File: src/rtl/fft8_frame_ctrl.sv
// fft8_frame_ctrl: collects 8 serial samples into a frame for the 8-point FFT core,
// holds the frame on core_vin while the core computes, then streams the 8 captured bins out.
// Optional framing check on s_last is enabled by defining FFT8_CTRL_TLAST_EN; without it,
// s_last is ignored and err stays 0.
//
// state | meaning
// FILL  | accepting input samples into ibuf
// WAIT  | frame stable on core_vin, counting core latency
// DRAIN | streaming captured bins on m_* with valid/ready
module fft8_frame_ctrl #(
    parameter int CORE_LAT = 3,
    parameter int CNT_W    = 16
) (
    input  logic             clk,
    input  logic             rstn,
    input  logic [31:0]      s_data,
    input  logic             s_valid,
    output logic             s_ready,
    input  logic             s_last,
    output logic [255:0]     core_vin,
    input  logic [303:0]     core_vout,
    output logic [37:0]      m_data,
    output logic             m_valid,
    input  logic             m_ready,
    output logic [2:0]       m_index,
    output logic             m_last,
    output logic             busy,
    output logic [CNT_W-1:0] frame_cnt,
    output logic             err
);
    localparam int LAT_W = (CORE_LAT > 1) ? $clog2(CORE_LAT) : 1;
    localparam logic [LAT_W-1:0] LAT_LAST = LAT_W'(CORE_LAT - 1);

    typedef enum logic [1:0] {
        FILL  = 2'd0,
        WAIT  = 2'd1,
        DRAIN = 2'd2
    } state_t;

    state_t           state_q, state_d;
    logic [2:0]       wcnt_q, wcnt_d;
    logic [2:0]       rcnt_q, rcnt_d;
    logic [LAT_W-1:0] lat_q, lat_d;
    logic [7:0][31:0] ibuf_q, ibuf_d;
    logic [7:0][37:0] obuf_q, obuf_d;
    logic [CNT_W-1:0] frame_cnt_q, frame_cnt_d;
    logic             err_q, err_d;
    logic             s_hs;
    logic             m_hs;

    assign s_hs = (state_q == FILL) && s_valid;
    assign m_hs = (state_q == DRAIN) && m_ready;

`ifndef FFT8_CTRL_TLAST_EN
    logic unused_s_last;
    assign unused_s_last = s_last;
`endif

    // Next-state, counter and buffer update logic.
    always_comb begin
        state_d     = state_q;
        wcnt_d      = wcnt_q;
        rcnt_d      = rcnt_q;
        lat_d       = lat_q;
        ibuf_d      = ibuf_q;
        obuf_d      = obuf_q;
        frame_cnt_d = frame_cnt_q;
        err_d       = err_q;
        unique case (state_q)
            FILL: begin
                if (s_hs) begin
                    ibuf_d[wcnt_q] = s_data;
`ifdef FFT8_CTRL_TLAST_EN
                    if (s_last && (wcnt_q != 3'd7)) begin
                        // early end-of-frame: drop the partial frame and restart
                        wcnt_d = 3'd0;
                        err_d  = 1'b1;
                    end else if (wcnt_q == 3'd7) begin
                        wcnt_d  = 3'd0;
                        lat_d   = '0;
                        state_d = WAIT;
                        if (!s_last) begin
                            err_d = 1'b1;
                        end
                    end else begin
                        wcnt_d = wcnt_q + 3'd1;
                    end
`else
                    if (wcnt_q == 3'd7) begin
                        wcnt_d  = 3'd0;
                        lat_d   = '0;
                        state_d = WAIT;
                    end else begin
                        wcnt_d = wcnt_q + 3'd1;
                    end
`endif
                end
            end
            WAIT: begin
                if (lat_q == LAT_LAST) begin
                    obuf_d  = core_vout;
                    rcnt_d  = 3'd0;
                    state_d = DRAIN;
                end else begin
                    lat_d = lat_q + LAT_W'(1);
                end
            end
            DRAIN: begin
                if (m_hs) begin
                    rcnt_d = rcnt_q + 3'd1;
                    if (rcnt_q == 3'd7) begin
                        frame_cnt_d = frame_cnt_q + CNT_W'(1);
                        state_d     = FILL;
                    end
                end
            end
            default: state_d = FILL;
        endcase
    end

    // State and datapath registers with asynchronous active-low reset.
    always_ff @(posedge clk or negedge rstn) begin
        if (!rstn) begin
            state_q     <= FILL;
            wcnt_q      <= 3'd0;
            rcnt_q      <= 3'd0;
            lat_q       <= '0;
            ibuf_q      <= '0;
            obuf_q      <= '0;
            frame_cnt_q <= '0;
            err_q       <= 1'b0;
        end else begin
            state_q     <= state_d;
            wcnt_q      <= wcnt_d;
            rcnt_q      <= rcnt_d;
            lat_q       <= lat_d;
            ibuf_q      <= ibuf_d;
            obuf_q      <= obuf_d;
            frame_cnt_q <= frame_cnt_d;
            err_q       <= err_d;
        end
    end

    assign core_vin  = ibuf_q;
    assign s_ready   = (state_q == FILL);
    assign m_valid   = (state_q == DRAIN);
    assign m_data    = m_valid ? obuf_q[rcnt_q] : 38'd0;
    assign m_index   = m_valid ? rcnt_q : 3'd0;
    assign m_last    = m_valid && (rcnt_q == 3'd7);
    assign busy      = (state_q == WAIT) || (state_q == DRAIN);
    assign frame_cnt = frame_cnt_q;
    assign err       = err_q;

endmodule
File: config.mk
export PLATFORM = sky130hd
export DESIGN_NAME = fft8_frame_ctrl
export DESIGN_NICKNAME = d
export VERILOG_FILES = /design/src/rtl/fft8_frame_ctrl.sv
export SDC_FILE = /design/constraint.sdc
export NUM_CORES = 1
export LEC_CHECK = 0
export ABC_AREA = 1
export BUFFER_PORTS_ARGS = -buffer_cell sky130_fd_sc_hd__buf_2
export CAP_MARGIN = 20
export CORE_AREA = 2 2 258 260
export DETAILED_ROUTE_END_ITERATION = 10
export DIE_AREA = 0 0 260 262
export SLEW_MARGIN = 20
export SYNTH_ARGS = -nofsm -noshare
export SYNTH_HDL_FRONTEND = slang
export SYNTH_SLANG_ARGS = --single-unit
export TNS_END_PERCENT = 50
File: constraint.sdc
create_clock -name clk -period 3 [get_ports clk]
set_input_delay 0.15 -clock clk [delete_from_list [all_inputs] [get_ports clk]]
set_output_delay 0.15 -clock clk [all_outputs]
set_load 0.02 [all_outputs]
### Word level (Yosys, flattened, before mapping)

Index checks and enable logic that the tools add are counted.

* RAM bits: 0
* bits in latches: 0
* register bits: 586
* logic and storage cells: 74
* input port bits: 341
* output and inout bits: 318
* memories: 0
* bits in read-only memories: 0

* $lt $le $gt $ge: 3
* reductions and logical operators: 14
* multiply operators: 0
* add/sub/neg operators: 4
* shift operators: 0
* bitwise logic cells: 0
* multiplexer cells: 21
* divide/modulo/power cells: 0
* equal/unequal tests: 11

Operators by type and width (number)
* 256-bit bitwise mux: 1
* 38-bit binary-select mux with 3-bit select: 1
* 32-bit demux with 3-bit select: 1
* 38-bit 2-to-1 mux: 2
* 32-bit 2-to-1 mux: 1
* 16-bit by 1-bit adder with 16-bit output (second input constant): 1
* 2-bit 2-to-1 mux: 8
* 3-bit 2-to-1 mux: 4
* 3-bit by 4-bit < comparator with 1-bit output (second input constant): 2
* 2-bit by 1-bit != test with 1-bit output (second input constant): 4
* 3-bit by 1-bit adder with 3-bit output (second input constant): 2
* 3-bit == test (second input constant): 2
* 2-bit case mux with 3 select lines: 1
* 3-bit case mux with 2 select lines: 1
* 3-bit AND reduction: 2
* 5-bit AND reduction: 1
* 2-bit == test (second input constant): 2
* 1-bit logical AND: 4
* 2-bit != test (second input constant): 2
* 2-bit case mux with 2 select lines: 1
* 2-bit AND reduction: 2
* 4-bit AND reduction: 1
* 2-bit nonzero test: 2
* 3-bit by 1-bit greater-or-equal comparator with 1-bit output (second input constant): 1
* other kinds (4): 4

### Logic depth before layout (Yosys ltp)

Gate-level depths: netlist of run 1.

* depth in word-level cells: 5
* depth in mapped cells: 9
* depth with buffers taken out: 9

### Worst setup path before layout of run 1

No wires, ideal clock.

* path kind: register to register
* start: reg state_q[0]
* end: reg ibuf_q (netlist bit core_vin[65])
* path slack: 1.318 ns
* data arrival time: 1.551 ns
* cell stages (with the launch flop): 9
* cells stage by stage: dfrtp_1 inv_1 ha_1 nand2_2 nor2_4 nand2_2 clkbuf_1 nand2_1 o21ai_0

* word-level cells in the longest chain between the ends: 3

Ends and longest elaborated chain
* start: declaration: line 40 `state_t state_q, state_d;`
* start signal: assignment: line 133 `state_q <= state_d;`
* 2-bit logical NOT *
* net s_ready: line 18 `output logic s_ready,`
* 1-bit logical AND: line 51 `assign s_hs = (state_q == FILL) && s_valid;`
* 2-bit AND reduction (no source line) *
* end signal: assignment: line 137 `ibuf_q <= ibuf_d;`
* end: declaration: line 44 `logic [7:0][31:0] ibuf_q, ibuf_d;`

The timed path passes the listed nets; every way through them passes the cells marked *.
A chain may end at the register's enable or synchronous reset.

### Worst setup path after layout of run 1

* start: reg rcnt_q[0]
* end: out m_data[24]

* word-level cells in the longest chain between the ends: 3

Ends and longest elaborated chain
* start: declaration: line 42 `logic [2:0] rcnt_q, rcnt_d;`
* start signal: assignment: line 135 `rcnt_q <= rcnt_d;`
* 38-bit binary-select mux with 3-bit select: line 147 `assign m_data = m_valid ? obuf_q[rcnt_q] : 38'd0;`
* 38-bit 2-to-1 mux (not written as such): line 147
* 38-bit 2-to-1 mux: line 147
* end: declaration: line 22 `output logic [37:0] m_data,`

No other way between the ends. The select of a mux whose other input is x is not followed.

==> qor.txt, run 1 <==
CRITICAL PATH
--------------------------------------------------------------------------------
Crit. End Element                                                   primary output
Critical Path AT                                                         2.61 ns
CP max FO                                                                     48
Endpoint required time on the critical path                              2.85 ns
Slack of the worst reg-to-reg path                                       0.88 ns
Highest cell delay on the worst timing path                              0.54 ns
Critical path launch point type                                             flop
Cell-by-cell trace of the critical path                             buf_4 > o21ai_0 > o22ai_1 > nand2_1 > nand2_1 > buf_2
Crit Path Category                                                       reg2out
Cell seen most often among critical-path stages                     sky130_fd_sc_hd__nand2_1
Crit path max-delay cell type                                       sky130_fd_sc_hd__dfrtp_4

FINAL LAYOUT
--------------------------------------------------------------------------------
Utilization of the core after routing                                      52.2%
Fraction of final layout cells sized beyond drive strength 1               26.7%
Net total in the final layout                                               3552
Final Instance Count excl. Fillers                                          4124
Layout overhead on the synthesized area                                    39.9%

PWR
--------------------------------------------------------------------------------
Post-layout power                                                       0.0339 W
Worst VDD drop                                                          0.740 mV
LEAKAGE                                                                  16.6 nW
Power density over cell area                                          996 nW/um2

DIE
--------------------------------------------------------------------------------
Die area                                                               68100 um2
Cell row count                                                                94
Vertical die dimension                                                    262 um
Overall die width                                                         260 um
I/O Pins                                                                     659
Area of the core                                                       65300 um2
Initial Utilization                                                        37.3%

GLOBAL ROUTE
--------------------------------------------------------------------------------
Overall fraction of global-route tracks in use                             23.7%
Global-route congestion overflow total                                         0
Global-route wire length before repair                                 125000 um
Number of antenna violations at the first check in global routing             14
Maximum number of pins on one net before global-route repair                 100
Via count of the first global-routing pass                                 21545

PLACEMENT
--------------------------------------------------------------------------------
# placed instances                                                          3660
Global placement routability congestion                                    0.917
Total of buffers placed on input and output ports                            656
Half-perimeter wire length of the detailed placement result             56900 um

DETAILED ROUTING
--------------------------------------------------------------------------------
Routed WL per cell                                                       20.2 um
Number of iterations in the first detailed-routing pass                        7
Routed wire length                                                      83300 um
DR vias                                                                    20884
Number of DRC markers after the initial detailed-route iteration            1535
Number of remaining DRC errors                                                 0
Routed vias/inst                                                            5.06
Remaining antenna violation count after routing                                0

TIMING
--------------------------------------------------------------------------------
RSZ-0062 raised after global routing                                       false
Share of the cycle needed by the critical path after routing               92.0%
Top achievable clock speed                                             0.362 GHz
Total Neg Setup Slack                                                       0 ns
Relative slew slack                                                        51.6%
Total setup violations reported at the end of the flow                         0
Pins Over Slew Limit                                                           0
Transition time at the pin with the least slew margin                   0.726 ns
Period minus WS final                                                    2.76 ns
Final Hold Viols                                                               0
Clk_skew                                                               0.0182 ns

YOSYS
--------------------------------------------------------------------------------
Top-count cell post-synth                                           sky130_fd_sc_hd__dfrtp_1
Yosys top cell area share                                                  60.2%
Number of nets in the synthesized netlist                                   2586
Yosys warnings                                                                 0
Cell types with the highest counts after synthesis                  sky130_fd_sc_hd__dfrtp_1 (586), sky130_fd_sc_hd__nand2_1 (418), sky130_fd_sc_hd__o21ai_0 (417)
Share of synthesized area occupied by flip-flops and latches               60.2%
Flip-flop and latch count after synthesis                                    586
EDFF count, synth                                                              0
Avg Synthesized Cell Area                                               10.9 um2
Count of different cell masters after synthesis                               26
Count of mapped cells out of synthesis                                      2235
Cell type contributing the most total cell area after synthesis     sky130_fd_sc_hd__dfrtp_1
Post-synthesis instance area                                           24300 um2
Predominant post-synthesis flop cell                                sky130_fd_sc_hd__dfrtp_1
Top cells by area, synth                                            sky130_fd_sc_hd__dfrtp_1 (60%), sky130_fd_sc_hd__mux2_1 (12%), sky130_fd_sc_hd__o21ai_0 (8.6%)
Async set-or-reset flop fraction in the synthesized netlist                 100%

CLOCK TREE
--------------------------------------------------------------------------------
Maximum buffer depth of the clock tree                                         3
Clock Tree Root                                                     sky130_fd_sc_hd__clkbuf_16
Clock tree from TritonCTS                                                    yes
Setup fix buffers added after clock tree synthesis                             0
Clock latency on the worst-skew pair                                     0.60 ns
TritonCTS Buffers                                                             68
H-tree depth                                                                   3
Clock-pin transition on the worst setup and hold timing paths            0.06 ns
Total clock sinks                                                            586

MIN PATH
--------------------------------------------------------------------------------
Type of the tightest min-delay check                                      in2reg

RUN
--------------------------------------------------------------------------------
Max-cap viol count                                                             0

RUN STATUS
--------------------------------------------------------------------------------
Run status                                                          complete, no violations

[registers in the layout, summed over array words and instances (netlist names)]
| signal | cells |
|---|---|
| wcnt_q | 3 |
| state_q | 2 |
| lat_q | 2 |
| obuf_q | 304 |
| core_vin | 256 |
| rcnt_q | 3 |
| frame_cnt | 16 |
[layout by cell type (no fill, tap or decap), types with 5 or more instances in the layout]
cell type                       count
sky130_fd_sc_hd__dlygate4sd3_1    335
sky130_fd_sc_hd__nand2_2            9
sky130_fd_sc_hd__clkbuf_8           9
sky130_fd_sc_hd__ha_1              10
sky130_fd_sc_hd__inv_1             64
sky130_fd_sc_hd__xor2_1             5
sky130_fd_sc_hd__buf_4             25
sky130_fd_sc_hd__buf_2            655
sky130_fd_sc_hd__buf_12            19
sky130_fd_sc_hd__mux2_1           260
sky130_fd_sc_hd__nand2_1          418
sky130_fd_sc_hd__nand3_1           11
sky130_fd_sc_hd__clkbuf_16         68
sky130_fd_sc_hd__mux2_2            44
sky130_fd_sc_hd__diode_2           11
sky130_fd_sc_hd__clkbuf_1          14
sky130_fd_sc_hd__xnor2_1            5
sky130_fd_sc_hd__nor2_1           171
sky130_fd_sc_hd__o21ai_0          417
sky130_fd_sc_hd__o22ai_1           76
sky130_fd_sc_hd__dfrtp_1          584
sky130_fd_sc_hd__clkinv_2          11
[layer usage]
layer / vias up / GRT usage (%) / share of wire (%)
li1: 9469 / - / -
met3: 190 / 6.13 / 7.8
met5: - / 0 / 0.074
met2: 862 / 39.3 / 48
met1: 10353 / 29.3 / 40
met4: 10 / 10.5 / 3.7
[path summary, 6_finish.rpt]
path                          startpoint             to  cells past startpoint
setup / recovery               rcnt_q[0]     m_data[24]                      6
hold / removal                 s_data[1]  core_vin[161]                      3
setup reg to reg              state_q[0]   core_vin[14]                      7
hold reg to reg            core_vin[184]  core_vin[184]                      2
max in group asynchronous           rstn   core_vin[97]                      3
min in group asynchronous           rstn      obuf_q[0]                      2
[worst max-delay path: cells and delay by family (launching register included)]
kind,cells,cell delay [ns]
DFF,1,0.54
and+or+nand+nor,2,0.24
AOI/OAI and AO/OA,2,0.53
buffers and inverters,2,0.68
[final cells by class]
cell class                 count  area (um2)
antenna                       11        27.5
clock buffer                  91        1880
multi-input combinational   1443        8650
sequential                   586       14700
tap                          864        1080
timing repair buffer        1035        7210
inverter                      67         254
clock inverter                27         305
fill                        5714       31200
[report_power, final]
group	total (W)	switching (W)	leakage, nW	internal, W
sequential	0.0137	0.00205	7.14	0.0116
clock	0.00818	0.00346	1.08	0.00472
combinational	0.0121	0.00746	8.38	0.00463
total	0.0339	0.0130	16.6	0.0210
[repair_timing]
| item | in CTS | in global routing |
|---|---|---|
| hold buffers | 335 | 0 |
| gates resized for setup | 0 | 0 |
| endpoints found under the hold margin | 560 | 0 |
[logic make-up (layout without fill, tap and decap cells)]
kind of cell,Yosys count,after routing,share of synthesized area (%)
AO/OA/AOI/OAI,499,499,10.6
XOR/XNOR,10,10,0.360
adder cells (fa/ha/maj),10,10,0.514
buffers and inverters,206,1220,4.35
flip-flops,586,586,60.2
multiplexers,304,304,14.1
other,1,12,0.0154
AND/OR/NAND/NOR,619,619,9.83
[stage by stage]
stage	hold slack (ns)	setup WS [ns]	instance area, um2
final	0.00537	0.239	34100
after global routing	0.0262	0.0700	34100
after CTS	0.0133	0.194	34000
after detailed placement	0.193	0.860	28500
after global placement	0.194	0.857	28500
after floorplan	-0.146	1.32	24300
Power figures use the tool's default switching activity.
==> inputs of run 2 (changes only) <==
Settings changed: CORE_AREA 2 2 258 260 to unset, CORE_ASPECT_RATIO set to 0.8, CORE_MARGIN set to 2, CORE_UTILIZATION set to 39, DIE_AREA 0 0 260 262 to unset.
==> qor.txt, run 2 (synthesis results as in run 1) <==
FINAL LAYOUT
--------------------------------------------------------------------------------
Sequential cell area                                                   14700 um2   unchanged
Final Instance Count excl. Fillers                                          4087   was 4124
Max reg flops                                                                304   unchanged
Net total in the final layout                                               3546   was 3552
Most common library cell in the layout ignoring fill and taps       sky130_fd_sc_hd__buf_2   unchanged
Top library cells by usage in the layout, fill and taps aside       sky130_fd_sc_hd__buf_2 (655), sky130_fd_sc_hd__dfrtp_1 (584), sky130_fd_sc_hd__nand2_1 (418), sky130_fd_sc_hd__o21ai_0 (417), sky130_fd_sc_hd__dlygate4sd3_1 (335)   unchanged
Filler cells                                                                5236   was 5714
Area of the multi-input gates                                           8650 um2   unchanged
Layout overhead on the synthesized area                                    39.6%   was 39.9%
Fraction of final layout cells sized beyond drive strength 1               26.7%   about the same
Largest register by flop count                                            obuf_q   unchanged
Layout Cell Area excl Fill                                             34000 um2   was 34100 um2

DETAILED ROUTING
--------------------------------------------------------------------------------
DR vias                                                                    20807   was 20884
Remaining antenna violation count after routing                                0   unchanged
Routed WL per cell                                                       21.0 um   was 20.2 um
Number of iterations in the first detailed-routing pass                        5   was 7
Number of DRC markers after the initial detailed-route iteration            1694   was 1535
Routed vias/inst                                                            5.09   was 5.06
Routed wire length                                                      85700 um   was 83300 um
Number of remaining DRC errors                                                 0   unchanged

DIE
--------------------------------------------------------------------------------
Initial Utilization                                                        39.6%   was 37.3%
Area of the core                                                       61400 um2   was 65300 um2
I/O Pins                                                                     659   unchanged
Vertical die dimension                                                    227 um   was 262 um
Overall die width                                                         283 um   was 260 um
Die area                                                               64500 um2   was 68100 um2
Cell row count                                                                81   was 94

RUN
--------------------------------------------------------------------------------
Max-cap viol count                                                             0   unchanged

TIMING
--------------------------------------------------------------------------------
RSZ-0062 raised after global routing                                       false   unchanged
Transition time at the pin with the least slew margin                   0.732 ns   was 0.726 ns
Period minus WS final                                                    2.93 ns   was 2.76 ns
Share of the cycle needed by the critical path after routing               97.8%   was 92.0%
Total Neg Setup Slack                                                       0 ns   unchanged
Relative slew slack                                                        51.2%   was 51.6%
Final Hold Viols                                                               0   unchanged
Minimum hold slack                                                     0.0319 ns   was 0.00537 ns
Top achievable clock speed                                             0.341 GHz   was 0.362 GHz
Pins Over Slew Limit                                                           0   unchanged
Total setup violations reported at the end of the flow                         0   unchanged
Clk_skew                                                               0.0126 ns   was 0.0182 ns

CLOCK TREE
--------------------------------------------------------------------------------
Clock-pin transition on the worst setup and hold timing paths            0.06 ns   about the same
Clock Tree Root                                                     sky130_fd_sc_hd__clkbuf_16   unchanged
Maximum buffer depth of the clock tree                                         3   unchanged
Clock tree from TritonCTS                                                    yes   unchanged
Clock latency on the worst-skew pair                                     0.61 ns   was 0.60 ns
H-tree depth                                                                   2   was 3
TritonCTS Buffers                                                             60   was 68
Total clock sinks                                                            586   unchanged
Setup fix buffers added after clock tree synthesis                             0   unchanged

CRITICAL PATH
--------------------------------------------------------------------------------
R2r startpoint                                                        state_q[0]   unchanged
Reg-to-reg endpoint                                                 core_vin[241]   was core_vin[14]
Critical Path AT                                                         2.78 ns   was 2.61 ns
Critical path launch point type                                             flop   unchanged
Crit. End Element                                                   primary output   unchanged
Reg2reg path depth                                                             8   was 7
Critical path origin                                                   rcnt_q[0]   unchanged
Endpoint required time on the critical path                              2.85 ns   about the same
Crit Path Category                                                       reg2out   unchanged
Cell seen most often among critical-path stages                     sky130_fd_sc_hd__nand2_1   unchanged
Timing endpoint of the critical path                                  m_data[17]   was m_data[24]
CP max FO                                                                     59   was 48
Slack of the worst reg-to-reg path                                       0.90 ns   was 0.88 ns
Cell-by-cell trace of the critical path                             inv_4 > buf_12 > o21ai_0 > o22ai_1 > nand2_1 > nand2_1 > buf_2   was buf_4 > o21ai_0 > o22ai_1 > nand2_1 > nand2_1 > buf_2
Highest cell delay on the worst timing path                              0.53 ns   was 0.54 ns
Crit path max-delay cell type                                       sky130_fd_sc_hd__dfrtp_4   unchanged

RUN STATUS
--------------------------------------------------------------------------------
Run status                                                          complete, no violations   unchanged

GLOBAL ROUTE
--------------------------------------------------------------------------------
Global-route wire length before repair                                 130000 um   was 125000 um
Number of antenna violations at the first check in global routing             13   was 14
Via count of the first global-routing pass                                 21247   was 21545
Global-route congestion overflow total                                         0   unchanged
Overall fraction of global-route tracks in use                             25.9%   was 23.7%
Maximum number of pins on one net before global-route repair                 109   was 100

MIN PATH
--------------------------------------------------------------------------------
Type of the tightest min-delay check                                      in2reg   unchanged

PLACEMENT
--------------------------------------------------------------------------------
Half-perimeter wire length of the detailed placement result             59100 um   was 56900 um
Total of buffers placed on input and output ports                            656   unchanged
Global placement routability congestion                                    0.893   was 0.917
Standard cell area after detailed placement                            28500 um2   about the same
# placed instances                                                          3628   was 3660

PWR
--------------------------------------------------------------------------------
Power density over cell area                                         1010 nW/um2   was 996 nW/um2
LEAKAGE                                                                  16.6 nW   about the same
Post-layout power                                                       0.0343 W   was 0.0339 W
Worst VDD drop                                                          0.607 mV   was 0.740 mV

==> run 2: how the worst min path moves through the flow <==
stage | startpoint | to | slack, ns | cells after the start
4_1_cts | s_data[10] | core_vin[10] | 0.02 | 3
3_3_place_gp | rstn | obuf_q[104] | 0.13 | 1
2_1_floorplan | rstn | core_vin[0] | -0.15 | 0
6_report | s_data[9] | core_vin[41] | 0.03 | 3
5_1_grt | s_data[9] | core_vin[73] | 0.05 | 3
3_5_place_dp | rstn | obuf_q[104] | 0.14 | 1
==> run 2: layer usage <==
metal | share of wire (%) | GRT usage [%]
met5 | 0.032 | 0
met4 | 3.3 | 8.98
met3 | 6.9 | 5.73
met2 | 47 | 41.7
met1 | 43 | 34.8
==> run 2: cell type report <==
| class | count | area share (%) |
|---|---|---|
| Clock buffer | 96 | 5.55 |
| Sequential cell | 586 | 43.2 |
| Tap cell | 830 | 3.06 |
| Clock inverter | 15 | 0.747 |
| Inverter | 67 | 0.751 |
| Multi-Input combinational cell | 1443 | 25.4 |
| Timing Repair Buffer | 1037 | 21.2 |
| Antenna cell | 13 | 0.0957 |
==> run 2: repair_timing <==
item	in CTS	in global routing
setup endpoints to repair	23	1
hold buffers	335	0
endpoints found under the hold margin	831	0
resized for setup	1	1
==> run 2: critical path, delay by kind of cell, from the launching register on <==
family | cells | cell delay [ns]
AOI/OAI and AO/OA | 2 | 0.62
DFF | 1 | 0.53
buffers and inverters | 3 | 0.75
and+or+nand+nor | 2 | 0.21
==> run 2: through the flow <==
| stage | worst slack [ns] | util [%] |
|---|---|---|
| after floorplan | 1.32 | - |
| after global placement | 0.604 | 46.3 |
| after detailed placement | 0.555 | 46.3 |
| after CTS | 0.0307 | 55.3 |
| after global routing | 0.00631 | 55.3 |
| final | 0.0675 | 55.3 |
==> run 2: power breakdown <==
group / switching [W] / internal, W / total, W / leakage (nW)
Clock: 0.00326 / 0.00474 / 0.00800 / 1.05
Combinational: 0.00799 / 0.00462 / 0.0126 / 8.38
Sequential: 0.00207 / 0.0116 / 0.0137 / 7.14
